$ cat config.mk
export PLATFORM = sky130hd
export DESIGN_NAME = pipe_stall_ctrl
export DESIGN_NICKNAME = d
export VERILOG_FILES = /design/src/rtl/pipe_ctrl_pkg.sv /design/src/rtl/ld_hazard_det.sv /design/src/rtl/pipe_stall_ctrl.sv
export SDC_FILE = /design/constraint.sdc
export NUM_CORES = 1
export LEC_CHECK = 0
export ABC_AREA = 0
export CAP_MARGIN = 20
export CORE_MARGIN = 2
export CORE_UTILIZATION = 35
export CTS_BUF_LIST = sky130_fd_sc_hd__clkbuf_2
export CTS_CLUSTER_DIAMETER = 50
export CTS_CLUSTER_SIZE = 30
export DETAILED_ROUTE_END_ITERATION = 7
export GPL_TIMING_DRIVEN = 1
export PLACE_DENSITY = 0.88
export SYNTH_ARGS = -nofsm -noshare
export SYNTH_HDL_FRONTEND = slang
export SYNTH_SLANG_ARGS = --single-unit
$ cat constraint.sdc
create_clock -name i_clk -period 1.4 [get_ports i_clk]
set_input_delay 0.14 -clock i_clk [delete_from_list [all_inputs] [get_ports i_clk]]
set_output_delay 0.14 -clock i_clk [all_outputs]
set_load 0.02 [all_outputs]
$ cat src/rtl/pipe_ctrl_pkg.sv
// Shared definitions for the pipeline sequencing controller: run-state encoding
// and counter width.
package pipe_ctrl_pkg;

  typedef enum logic [1:0] {
    StHalt  = 2'd0,
    StFlush = 2'd1,
    StRun   = 2'd2,
    StDrain = 2'd3
  } state_e;

  localparam int unsigned CntW = 4;

endpackage

$ cat src/rtl/ld_hazard_det.sv
// Load-use hazard compare: the instruction in ID reads a register that the load in EX
// has not produced yet.
module ld_hazard_det (
  input  logic       i_cmd_ld_ex,
  input  logic [4:0] i_rd_adr_ex,
  input  logic       i_wbk_rd_reg_ex,
  input  logic [4:0] i_inst_rs1_id,
  input  logic [4:0] i_inst_rs2_id,
  input  logic       i_inst_rs1_valid,
  input  logic       i_inst_rs2_valid,
  output logic       o_hazard
);

  logic w_ld_writes;
  logic w_rs1_hit;
  logic w_rs2_hit;

  // x0 is hardwired to zero, so a load targeting it never creates a dependency
  assign w_ld_writes = i_cmd_ld_ex & i_wbk_rd_reg_ex & (i_rd_adr_ex != 5'd0);
  assign w_rs1_hit   = i_inst_rs1_valid & (i_inst_rs1_id == i_rd_adr_ex);
  assign w_rs2_hit   = i_inst_rs2_valid & (i_inst_rs2_id == i_rd_adr_ex);
  assign o_hazard    = w_ld_writes & (w_rs1_hit | w_rs2_hit);

endmodule

$ cat src/rtl/pipe_stall_ctrl.sv
// Pipeline sequencing controller: owns CPU run/halt state, pipeline flush, the global
// stall family and the load-use stall pair for the 5-stage core.
module pipe_stall_ctrl
  import pipe_ctrl_pkg::*;
#(
  parameter int unsigned FLUSH_CYCLES = 4,
  parameter int unsigned DRAIN_CYCLES = 3,
  parameter bit          BOOT_RUN     = 1'b0
) (
  input  logic       i_clk,
  input  logic       i_rst_n,
  input  logic       i_cpu_start,
  input  logic       i_cpu_stop,
  input  logic       i_dmem_wait,
  input  logic [4:0] i_inst_rs1_id,
  input  logic [4:0] i_inst_rs2_id,
  input  logic       i_inst_rs1_valid,
  input  logic       i_inst_rs2_valid,
  input  logic       i_cmd_ld_ex,
  input  logic [4:0] i_rd_adr_ex,
  input  logic       i_wbk_rd_reg_ex,
  input  logic       i_jmp_purge_ma,
  output logic       o_stall,
  output logic       o_stall_1shot,
  output logic       o_stall_dly,
  output logic       o_stall_ld,
  output logic       o_stall_ld_ex,
  output logic       o_rst_pipe,
  output logic       o_cpu_running
);

  localparam logic [CntW-1:0] FlushLoad = CntW'(FLUSH_CYCLES - 1);
  localparam logic [CntW-1:0] DrainLoad = CntW'(DRAIN_CYCLES - 1);
  localparam state_e          RstState  = BOOT_RUN ? StFlush : StHalt;

  state_e          r_state;
  state_e          w_state_d;
  logic [CntW-1:0] r_cnt;
  logic [CntW-1:0] w_cnt_d;
  logic            r_stall_q;
  logic            w_stall_q_d;
  logic            r_stall_ld_ex;
  logic            w_stall_ld_ex_d;
  logic            w_hazard;
  logic            w_stall;
  logic            w_stall_ld;
  logic            w_rst_pipe;

  ld_hazard_det u_ld_hazard_det (
    .i_cmd_ld_ex      (i_cmd_ld_ex),
    .i_rd_adr_ex      (i_rd_adr_ex),
    .i_wbk_rd_reg_ex  (i_wbk_rd_reg_ex),
    .i_inst_rs1_id    (i_inst_rs1_id),
    .i_inst_rs2_id    (i_inst_rs2_id),
    .i_inst_rs1_valid (i_inst_rs1_valid),
    .i_inst_rs2_valid (i_inst_rs2_valid),
    .o_hazard         (w_hazard)
  );

  always_comb begin
    w_state_d = r_state;
    w_cnt_d   = r_cnt;
    case (r_state)
      StHalt: begin
        if (i_cpu_start && !i_cpu_stop) begin
          w_state_d = StFlush;
          w_cnt_d   = FlushLoad;
        end
      end
      StFlush: begin
        if (i_cpu_stop) begin
          w_state_d = StHalt;
        end else if (r_cnt == '0) begin
          w_state_d = StRun;
        end else begin
          w_cnt_d = r_cnt - CntW'(1);
        end
      end
      StRun: begin
        if (i_cpu_stop) begin
          w_state_d = StDrain;
          w_cnt_d   = DrainLoad;
        end
      end
      StDrain: begin
        if (r_cnt == '0) begin
          w_state_d = StHalt;
        end else begin
          w_cnt_d = r_cnt - CntW'(1);
        end
      end
      default: w_state_d = StHalt;
    endcase
  end

  assign w_rst_pipe = (r_state == StFlush);
  assign w_stall    = i_dmem_wait | (r_state != StRun);
  // Suppressed while stalled so the ID rollback never sees a load bubble and a stall at once
  assign w_stall_ld = w_hazard & (r_state == StRun) & ~w_stall & ~i_jmp_purge_ma;

  always_comb begin
    // Flush pre-charges stall_q so leaving FLUSH does not look like a new stall episode
    w_stall_q_d     = w_stall | w_rst_pipe;
    w_stall_ld_ex_d = r_stall_ld_ex;
    if (w_rst_pipe) begin
      w_stall_ld_ex_d = 1'b0;
    end else if (!w_stall) begin
      w_stall_ld_ex_d = w_stall_ld;
    end
  end

  always_ff @(posedge i_clk) begin
    if (!i_rst_n) begin
      r_state       <= RstState;
      r_cnt         <= '0;
      r_stall_q     <= 1'b1;
      r_stall_ld_ex <= 1'b0;
    end else begin
      r_state       <= w_state_d;
      r_cnt         <= w_cnt_d;
      r_stall_q     <= w_stall_q_d;
      r_stall_ld_ex <= w_stall_ld_ex_d;
    end
  end

  assign o_stall       = w_stall;
  assign o_stall_1shot = w_stall & ~r_stall_q;
  assign o_stall_dly   = r_stall_q;
  assign o_stall_ld    = w_stall_ld;
  assign o_stall_ld_ex = r_stall_ld_ex;
  assign o_rst_pipe    = w_rst_pipe;
  assign o_cpu_running = (r_state == StRun);

endmodule

**Yosys cells after proc, flatten, opt, wreduce, memory -nomap -nowiden**

Index checks and enable logic that the tools add are counted.

- Equal/unequal tests: 11
- Bitwise operators: 16
- Muxes and demuxes: 11
- Reduce and logical (&&, ||, !) cells: 8
- Add/subtract/negate cells: 1

Operators with widths:

| cell | count |
|---|---|
| $mux W4 | 4 |
| $pmux W4 S4 | 1 |
| $eq A5 B5 Y1 | 2 |
| $mux W2 | 5 |
| $ne A2 B2 Y1 const B | 5 |
| $and A1 B1 Y1 | 9 |
| $pmux W2 S4 | 1 |
| $reduce_bool A5 Y1 | 1 |
| $eq A2 B2 Y1 const B | 2 |
| $logic_not A4 Y1 | 1 |
| $not A1 Y1 | 4 |
| $reduce_and A4 Y1 | 1 |
| $sub A4 B1 Y4 const B | 1 |
| $ne A3 B2 Y1 const B | 1 |
| $or A1 B1 Y1 | 3 |
| $reduce_and A3 Y1 | 1 |
| $eq A2 B1 Y1 const B | 1 |
| $logic_not A2 Y1 | 1 |
| $reduce_or A2 Y1 | 1 |
| $logic_and A1 B1 Y1 | 1 |
| $logic_not A1 Y1 | 1 |

- Register bits after elaboration: 8
- Word-level logic and storage cells: 51
- Output and inout port bits: 7
- Input bits: 25

**Logic depth before layout (Yosys ltp)**

Gate-level depths: netlist of the first run.

- Word-level depth: 7
- Depth in mapped cells: 6
- Mapped depth without buffers: 6

**By module**

A second synthesis of the first run with hierarchy kept.

- Cell total of the unflattened synthesis: 70
- Area, all modules: 599.3 µm²

Modules (own cells, without submodules):

| module | cells each | seq. area each (µm²) | area each (µm²) | times used |
|---|---|---|---|---|
| pipe_stall_ctrl | 53 | 160.2 | 464.2 | 1 |
| ld_hazard_det | 17 | 0.0 | 135.1 | 1 |

**Worst setup path before layout of the first run**

No wires, ideal clock.

- Path type: register -> output
- Start point: register r_state[0]
- End point: output port o_stall_ld
- Cell stages (with the launch flop): 5
- Buffers on the path: 0
- Data required time: 1.260 ns
- Arrival time: 1.645 ns
- Slack: -0.385 ns
- Cells stage by stage: dfxtp_1 -> and2b_1 -> and2b_4 -> inv_2 -> nor4_1

- Elaborated cells between the ends (all ways): 7
- Those cells by class: 2 x eq/ne; 5 x bitwise

RTL lines:

| item | line | source |
|---|---|---|
| start, declared | pipe_stall_ctrl.sv:36 | `state_e r_state;` |
| start signal, assigned | pipe_stall_ctrl.sv:114 | `r_state <= RstState;` |
| start signal, assigned | pipe_stall_ctrl.sv:119 | `r_state <= w_state_d;` |
| $eq A2 B2 Y1 | n/a |  |
| via o_cpu_running | pipe_stall_ctrl.sv:29 | `output logic o_cpu_running` |
| $and A1 B1 Y1 (3 in series) | pipe_stall_ctrl.sv:99 | `assign w_stall_ld = w_hazard & (r_state == StRun) & ~w_stall & ~i_jmp_purge_ma;` |
| end, declared | pipe_stall_ctrl.sv:26 | `output logic o_stall_ld,` |

The timed path passes the listed nets, and every way through them passes these cells.

**Final worst setup path of the first run**

- Start point: register r_state[0]
- End point: register r_stall_ld_ex, in the netlist o_stall_ld_ex

- Cells in the longest elaborated chain, start to end: 5
- Elaborated cells between the ends (all ways): 9
- Those cells by class: 3 x eq/ne; 5 x bitwise; 1 x reduce/logical

Ends and longest elaborated chain:

| item | line | source |
|---|---|---|
| $ne A2 B2 Y1 | pipe_stall_ctrl.sv:97 | `assign w_stall = i_dmem_wait \| (r_state != StRun);` |
| $or A1 B1 Y1 | pipe_stall_ctrl.sv:97 |  |
| $not A1 Y1 | pipe_stall_ctrl.sv:99 |  |
| $and A1 B1 Y1 (2 in series) | pipe_stall_ctrl.sv:99 |  |
| end signal, assigned | pipe_stall_ctrl.sv:122 | `r_stall_ld_ex <= w_stall_ld_ex_d;` |
| end, declared | pipe_stall_ctrl.sv:42 | `logic r_stall_ld_ex;` |

Several ways; a longest one is shown, not always the timed one.
A chain may end at the register's enable or synchronous reset.

==> flow_metrics.env, run 1 <==
export IMPL_fin_nets=152
export IMPL_grt_util_all_layers=0.183
export IMPL_crit_required_ns=1.57
export IMPL_synth_top_area_share=0.280
export IMPL_area_delta_synth_final_pct=99.1
export IMPL_antenna_found_initial=0
export IMPL_drive_above_1_share=0.403
export IMPL_synth_cell_types=30
export IMPL_fp_dieW_microns=44.4
export IMPL_period_needed_ns=1.56
export IMPL_peakVddDrop_v=0.000513
export IMPL_p_seq_frac=0.360
export IMPL_dr_wl_met2_microns=998
export IMPL_p_sw_frac=0.308
export IMPL_p_comb_frac=0.418
export IMPL_viasPerCell=5.07
export IMPL_cts_tree="built"
export IMPL_place_inst=130
export IMPL_setup_viol=3
export IMPL_fillers=113
export IMPL_diodes=0
export IMPL_wl_met3_microns=56
export IMPL_die_area_sq_um=1970
export IMPL_grt_pass1_wl_microns=2640
export IMPL_yosys_warnings=0
export IMPL_finalHoldViolCount=0
export IMPL_p_per_area_nw_per_um2=634
export IMPL_synth_edff_count=0
export IMPL_pre_cts_ws_ns=-0.898
export IMPL_gp_congestion=0.816
export IMPL_p_leak_nw=0.486
export IMPL_root_buffer="clkbuf_2"
export IMPL_vias=710
export IMPL_crit_buf_inv=2
export IMPL_drtAntennaViolNets=0
export IMPL_core_sq_um=1520
export IMPL_timing_final_max_slew_violations=0
export IMPL_cp_start_kind="flop"
export IMPL_yosys_most_used_dff="dfxtp_1"
export IMPL_synth_commonest_cells="dfxtp_1, xor2_1, a21oi_1, o21ai_0"
export IMPL_wire_per_inst_microns=12.6
export IMPL_wl_met1_microns=700
export IMPL_io_buffer_count=31
export IMPL_outcome="finished, violations left"
export IMPL_totalWireLength_microns=1770
export IMPL_synth_top_family_by_area="simple AND/OR/NAND/NOR gates"
export IMPL_cpMaxStageDelayCell="or4b_4"
export IMPL_fp_dieH_microns=44.4
export IMPL_clk_pin_slew_worst_paths_ns=0.09
export IMPL_ys_seq_area_frac=0.280
export IMPL_rsz0062_at_grt="true"
export IMPL_worst_pin_slew_ns=0.306
export IMPL_postSynthCellCount=68
export IMPL_cts_buffer_depth=2
export IMPL_cts_hold_buffers=0
export IMPL_cpPeakStageDelay_ns=0.48
export IMPL_drt_initial_drc_count=14
export IMPL_post_route_period_util=1.11
export IMPL_finish_utilization=0.747
export IMPL_multi_input_area_sq_um=465
export IMPL_failed_checks="setup timing"
export IMPL_rows=14
export IMPL_worstSetupPathType="reg2reg"
export IMPL_async_flop_share=0
export IMPL_synth_compound_area_frac=0.171
export IMPL_p_total_mw=0.722
export IMPL_numCtsBuffers=3
export IMPL_syn_nets=95
export IMPL_grt_max_degree=8
export IMPL_critPathMaxFanout=3
export IMPL_synth_simple_area_share=0.326
export IMPL_drt_pass1_iter_count=4
export IMPL_synth_xor_area_frac=0.153
export IMPL_layout_setup_ws_ns=-0.160
export IMPL_path_cells="and2b_2 > and2b_4 > inv_4 > buf_6 > or4b_4 > o21ai_2"
export IMPL_skew_ns=0.0141
export IMPL_fin_cells=140
export IMPL_synth_area_leaders="dfxtp_1, xor2_1, a21oi_1"
export IMPL_holdCritPathClass="reg2reg"
export IMPL_end_kind="flop"
export IMPL_clock_sinks=8
export IMPL_seqCellArea_sq_um=168
export IMPL_hpwl_microns=1340
export IMPL_crit_family="simple AND/OR/NAND/NOR gates"
export IMPL_arrival_ns=1.73
export IMPL_max_cap_violations=0
export IMPL_p_int_mw=0.500
export IMPL_grt_pass1_vias=646
export IMPL_start_util=0.375
export IMPL_power_switching_mw=0.222
export IMPL_power_frac_clock=0.222
export IMPL_routed_top_layer="met4"
export IMPL_synthAdderAreaFrac=0.0438
export IMPL_htreeDepth=1
export IMPL_syn_avg_cell_area_sq_um=8.41
export IMPL_yosys_area_top_type="dfxtp_1"
export IMPL_synth_area_sq_um=572
export IMPL_synthMuxAreaShare=0
export IMPL_grt_ovfl_total=0
export IMPL_ys_ff_latch=8
export IMPL_relSlewSlack=0.794
export IMPL_clk_latency_ns=0.24
export IMPL_fmaxAchievable_mhz=641
export IMPL_pin_count=32
export IMPL_drc=0
through the flow:
stage | hold slack, ns | area [sq um] | setup TNS, ns
final | 0.494 | 1140 | -0.333
after global routing | 0.523 | 1140 | -0.710
after CTS | 0.489 | 1070 | -0.464
after detailed placement | 0.481 | 1030 | -2.06
after global placement | 0.447 | 1030 | -1.88
after floorplan | 0.202 | 587 | -0.246
power groups by stage:
stage | registers, mW | logic, mW | clock network (mW)
2_1_floorplan | 0.264 | 0.111 | 0
3_3_place_gp | 0.261 | 0.255 | 0
3_5_place_dp | 0.262 | 0.261 | 0
4_1_cts | 0.257 | 0.271 | 0.163
5_1_grt | 0.262 | 0.331 | 0.174
6_report | 0.260 | 0.302 | 0.160
final timing paths:
check | to | cells past startpoint | slack [ns] | startpoint
worst min-delay path | o_stall_ld_ex | 2 | 0.49 | o_stall_ld_ex
worst max register to register | o_stall_ld_ex | 6 | -0.16 | r_state[0]
worst max-delay path | o_stall_ld_ex | 6 | -0.16 | r_state[0]
worst min register to register | o_stall_ld_ex | 2 | 0.49 | o_stall_ld_ex
worst reg2reg max path, delay by kind of cell (launching register included):
kind,cells,cell delay [ns]
flops,1,0.35
simple gates,3,0.86
compound gates,1,0.14
buf+inv,2,0.15
cell type report:
type | count | area share
multi-input combinational | 56 | 0.409
timing repair buffer | 52 | 0.393
sequential | 8 | 0.147
clock buffer | 4 | 0.0176
tap | 16 | 0.0176
inverter | 4 | 0.0154
repair_timing:
item,in CTS,in global routing
pin swaps,9,8
endpoints found under the setup margin,8,11
resized for setup,37,24
buffers inserted,4,2
kinds of logic after synthesis:
family,after synthesis
simple gates,29
compound gates,15
xor+xnor,10
flops,8
buf+inv,4
fa+ha+maj,2
per-layer routing:
metal,vias to the layer above,global-route usage
li1,364,-
met1,328,0.198
met2,16,0.341
met3,2,0.0531
met4,0,0.0545
met5,-,0
layout by cell type, fill, tap and decap left out, types with 2 or more instances in the layout:
master / Yosys / layout
xor2_1: 8 / 8
and2b_2: 0 / 2
or3_1: 3 / 3
nor4_1: 3 / 2
o21ai_2: 0 / 2
nand3_1: 2 / 2
inv_1: 3 / 2
clkbuf_2: 0 / 8
o21ai_0: 4 / 2
clkdlybuf4s50_1: 0 / 14
dfxtp_1: 8 / 4
dfxtp_2: 0 / 3
nor3b_1: 2 / 2
nor2b_1: 2 / 2
a21oi_1: 6 / 6
xnor2_1: 2 / 2
buf_4: 0 / 19
buf_6: 0 / 5
dlygate4sd2_1: 0 / 9
nand2_1: 3 / 3
No activity file was read; power rests on OpenSTA's default activity.
==> run 2, diff against run 1 <==
==> constraint.sdc (replaced) <==
create_clock -name i_clk -period 1.4 [get_ports i_clk]
set_input_delay 0.28 -clock i_clk [delete_from_list [all_inputs] [get_ports i_clk]]
set_output_delay 0.28 -clock i_clk [all_outputs]
set_load 0.02 [all_outputs]
==> run 2 against run 1 <==
Against the previous run:
- the flow still finishes with violations (setup timing)
- worst setup slack worse by 0.12 ns
- combinational power is 15% higher
- routed wire length increased by 12%
- sequential share of layout area decreased by 0.75 points
- sequential cell count unchanged
==> flow_metrics.env, run 2 (synthesis results as in run 1) <==
export IMPL_core_sq_um=1520
export IMPL_rows=14
export IMPL_max_cap_violations=0
export IMPL_grt_pass1_vias=803
export IMPL_peakVddDrop_v=0.000517
export IMPL_grt_pass1_wl_microns=3280
export IMPL_cts_buffer_depth=2
export IMPL_pre_cts_ws_ns=-1.10
export IMPL_fin_nets=153
export IMPL_die_area_sq_um=1970
export IMPL_gp_congestion=0.833
export IMPL_finish_utilization=0.787
export IMPL_io_buffer_count=31
export IMPL_hold_slack_ns=0.477
export IMPL_worstHoldPathCells=2
export IMPL_cp_start_kind="primary input"
export IMPL_fp_dieW_microns=44.4
export IMPL_grt_max_degree=8
export IMPL_pin_count=32
export IMPL_start_util=0.375
export IMPL_cts_tree="built"
export IMPL_viasPerCell=5.09
export IMPL_clk_pin_slew_worst_paths_ns=0.07
export IMPL_outcome="finished, violations left"
export IMPL_timing_rr_end="o_stall_ld_ex"
export IMPL_relSlewSlack=0.745
export IMPL_drive_above_1_share=0.544
export IMPL_p_total_mw=0.763
export IMPL_totalWireLength_microns=1980
export IMPL_grt_util_all_layers=0.231
export IMPL_htreeDepth=1
export IMPL_timing_final_max_slew_violations=0
export IMPL_vias=717
export IMPL_skew_ns=0.00938
export IMPL_grt_ovfl_total=0
export IMPL_hpwl_microns=1530
export IMPL_worst_pin_slew_ns=0.382
export IMPL_holdCritPathClass="reg2reg"
export IMPL_worstHoldEndpoint="o_stall_ld_ex"
export IMPL_finalHoldViolCount=0
export IMPL_critPathMaxFanout=3
export IMPL_fmaxAchievable_mhz=597
export IMPL_grt_busiest_layer="met2"
export IMPL_drc=0
export IMPL_layout_setup_ws_ns=-0.276
export IMPL_period_needed_ns=1.68
export IMPL_root_buffer="clkbuf_2"
export IMPL_p_per_area_nw_per_um2=636
export IMPL_post_route_period_util=1.20
export IMPL_rr_startpoint="r_state[0]"
export IMPL_worstSetupPathType="in2out"
export IMPL_numCtsBuffers=3
export IMPL_final_cell_mix="buf_4, buf_6, buf_2"
export IMPL_wire_per_inst_microns=14.0
export IMPL_grt_use_met3=0.0857
export IMPL_diodes=0
export IMPL_worstHoldStart="o_stall_ld_ex"
export IMPL_grtUsageMet1=0.186
export IMPL_end_kind="output port"
export IMPL_clk_latency_ns=0.23
export IMPL_fp_dieH_microns=44.4
export IMPL_use_met2=0.482
export IMPL_drtAntennaViolNets=0
export IMPL_failed_checks="setup timing"
export IMPL_clock_sinks=8
export IMPL_r2r_cells=6
export IMPL_rrSetupSlack_ns=-0.18
export IMPL_drt_initial_drc_count=7
export IMPL_area_delta_synth_final_pct=110
export IMPL_crit_required_ns=1.12
export IMPL_rsz0062_at_grt="true"
export IMPL_setup_viol=6
export IMPL_p_leak_nw=0.512
export IMPL_antenna_found_initial=0
export IMPL_arrival_ns=1.40
export IMPL_layout_commonest_cell="buf_4"
export IMPL_drt_pass1_iter_count=2
run 2: changes by cell type in the layout (fill, tap and decap cells not counted), sizes merged:
cell	before	now
buf	24	38
clkbuf	8	4
clkdlybuf4s50	14	8
dlygate4sd2	9	5
dlymetal6s2s	0	1
run 2: how the worst max path moves through the flow:
| stage | startpoint | endpoint | slack (ns) | depth (start not counted) |
|---|---|---|---|---|
| 5_1_grt | r_state[0] | o_stall_ld | -0.37 | 5 |
| 4_1_cts | i_inst_rs1_id[1] | o_stall_ld | -0.33 | 6 |
| 6_report | i_rd_adr_ex[3] | o_stall_ld | -0.28 | 6 |
| 3_5_place_dp | i_rd_adr_ex[2] | o_stall_ld | -1.10 | 6 |
| 3_3_place_gp | i_rd_adr_ex[1] | o_stall_ld | -1.02 | 6 |
| 2_1_floorplan | r_state[0] | o_stall_ld_ex | -0.12 | 5 |
run 2: worst max-delay path, stage by stage:
cell and delay, ns:
buf_2 0.11, xor2_1 0.14, nor4_1 0.33, a32oi_2 0.19, nor4_4 0.16, buf_4 0.18
run 2: routing by layer:
layer	wire length (microns)	share of wire	up-vias
met5	0	0	-
met3	190	0.096	2
li1	-	-	364
met2	1100	0.55	29
met1	674	0.34	322
met4	16	0.0081	0
run 2: what timing repair did:
item | CTS | global route
buffers inserted | 3 | 4
endpoints found under the setup margin | 11 | 11
gates cloned | 0 | 0
pin swaps | 19 | 11
hold buffers | 0 | 0
endpoints found under the hold margin | 0 | 0
resized for setup | 100 | 15
run 2: power by group:
part           internal, mW  leakage, nW  switching, mW
clock                0.0760       0.0166         0.0775
combinational         0.203        0.429          0.143
sequential            0.246       0.0672         0.0171
total                 0.525        0.512          0.238
run 2: final cells by class:
class	count	area [sq um]
sequential	8	168
tap	16	20.0
inverter	4	20.0
timing repair buffer	53	454
fill	114	324
clock buffer	4	20.0
multi-input combinational	56	518
run 2: per-stage QoR:
stage | TNS (ns) | instance area, sq um | instances
4_1_cts | -0.822 | 1130 | 138
3_5_place_dp | -3.99 | 1050 | 131
3_3_place_gp | -3.54 | 1050 | 131
2_1_floorplan | -0.278 | 598 | 68
6_report | -0.750 | 1200 | 141
5_1_grt | -1.18 | 1200 | 141
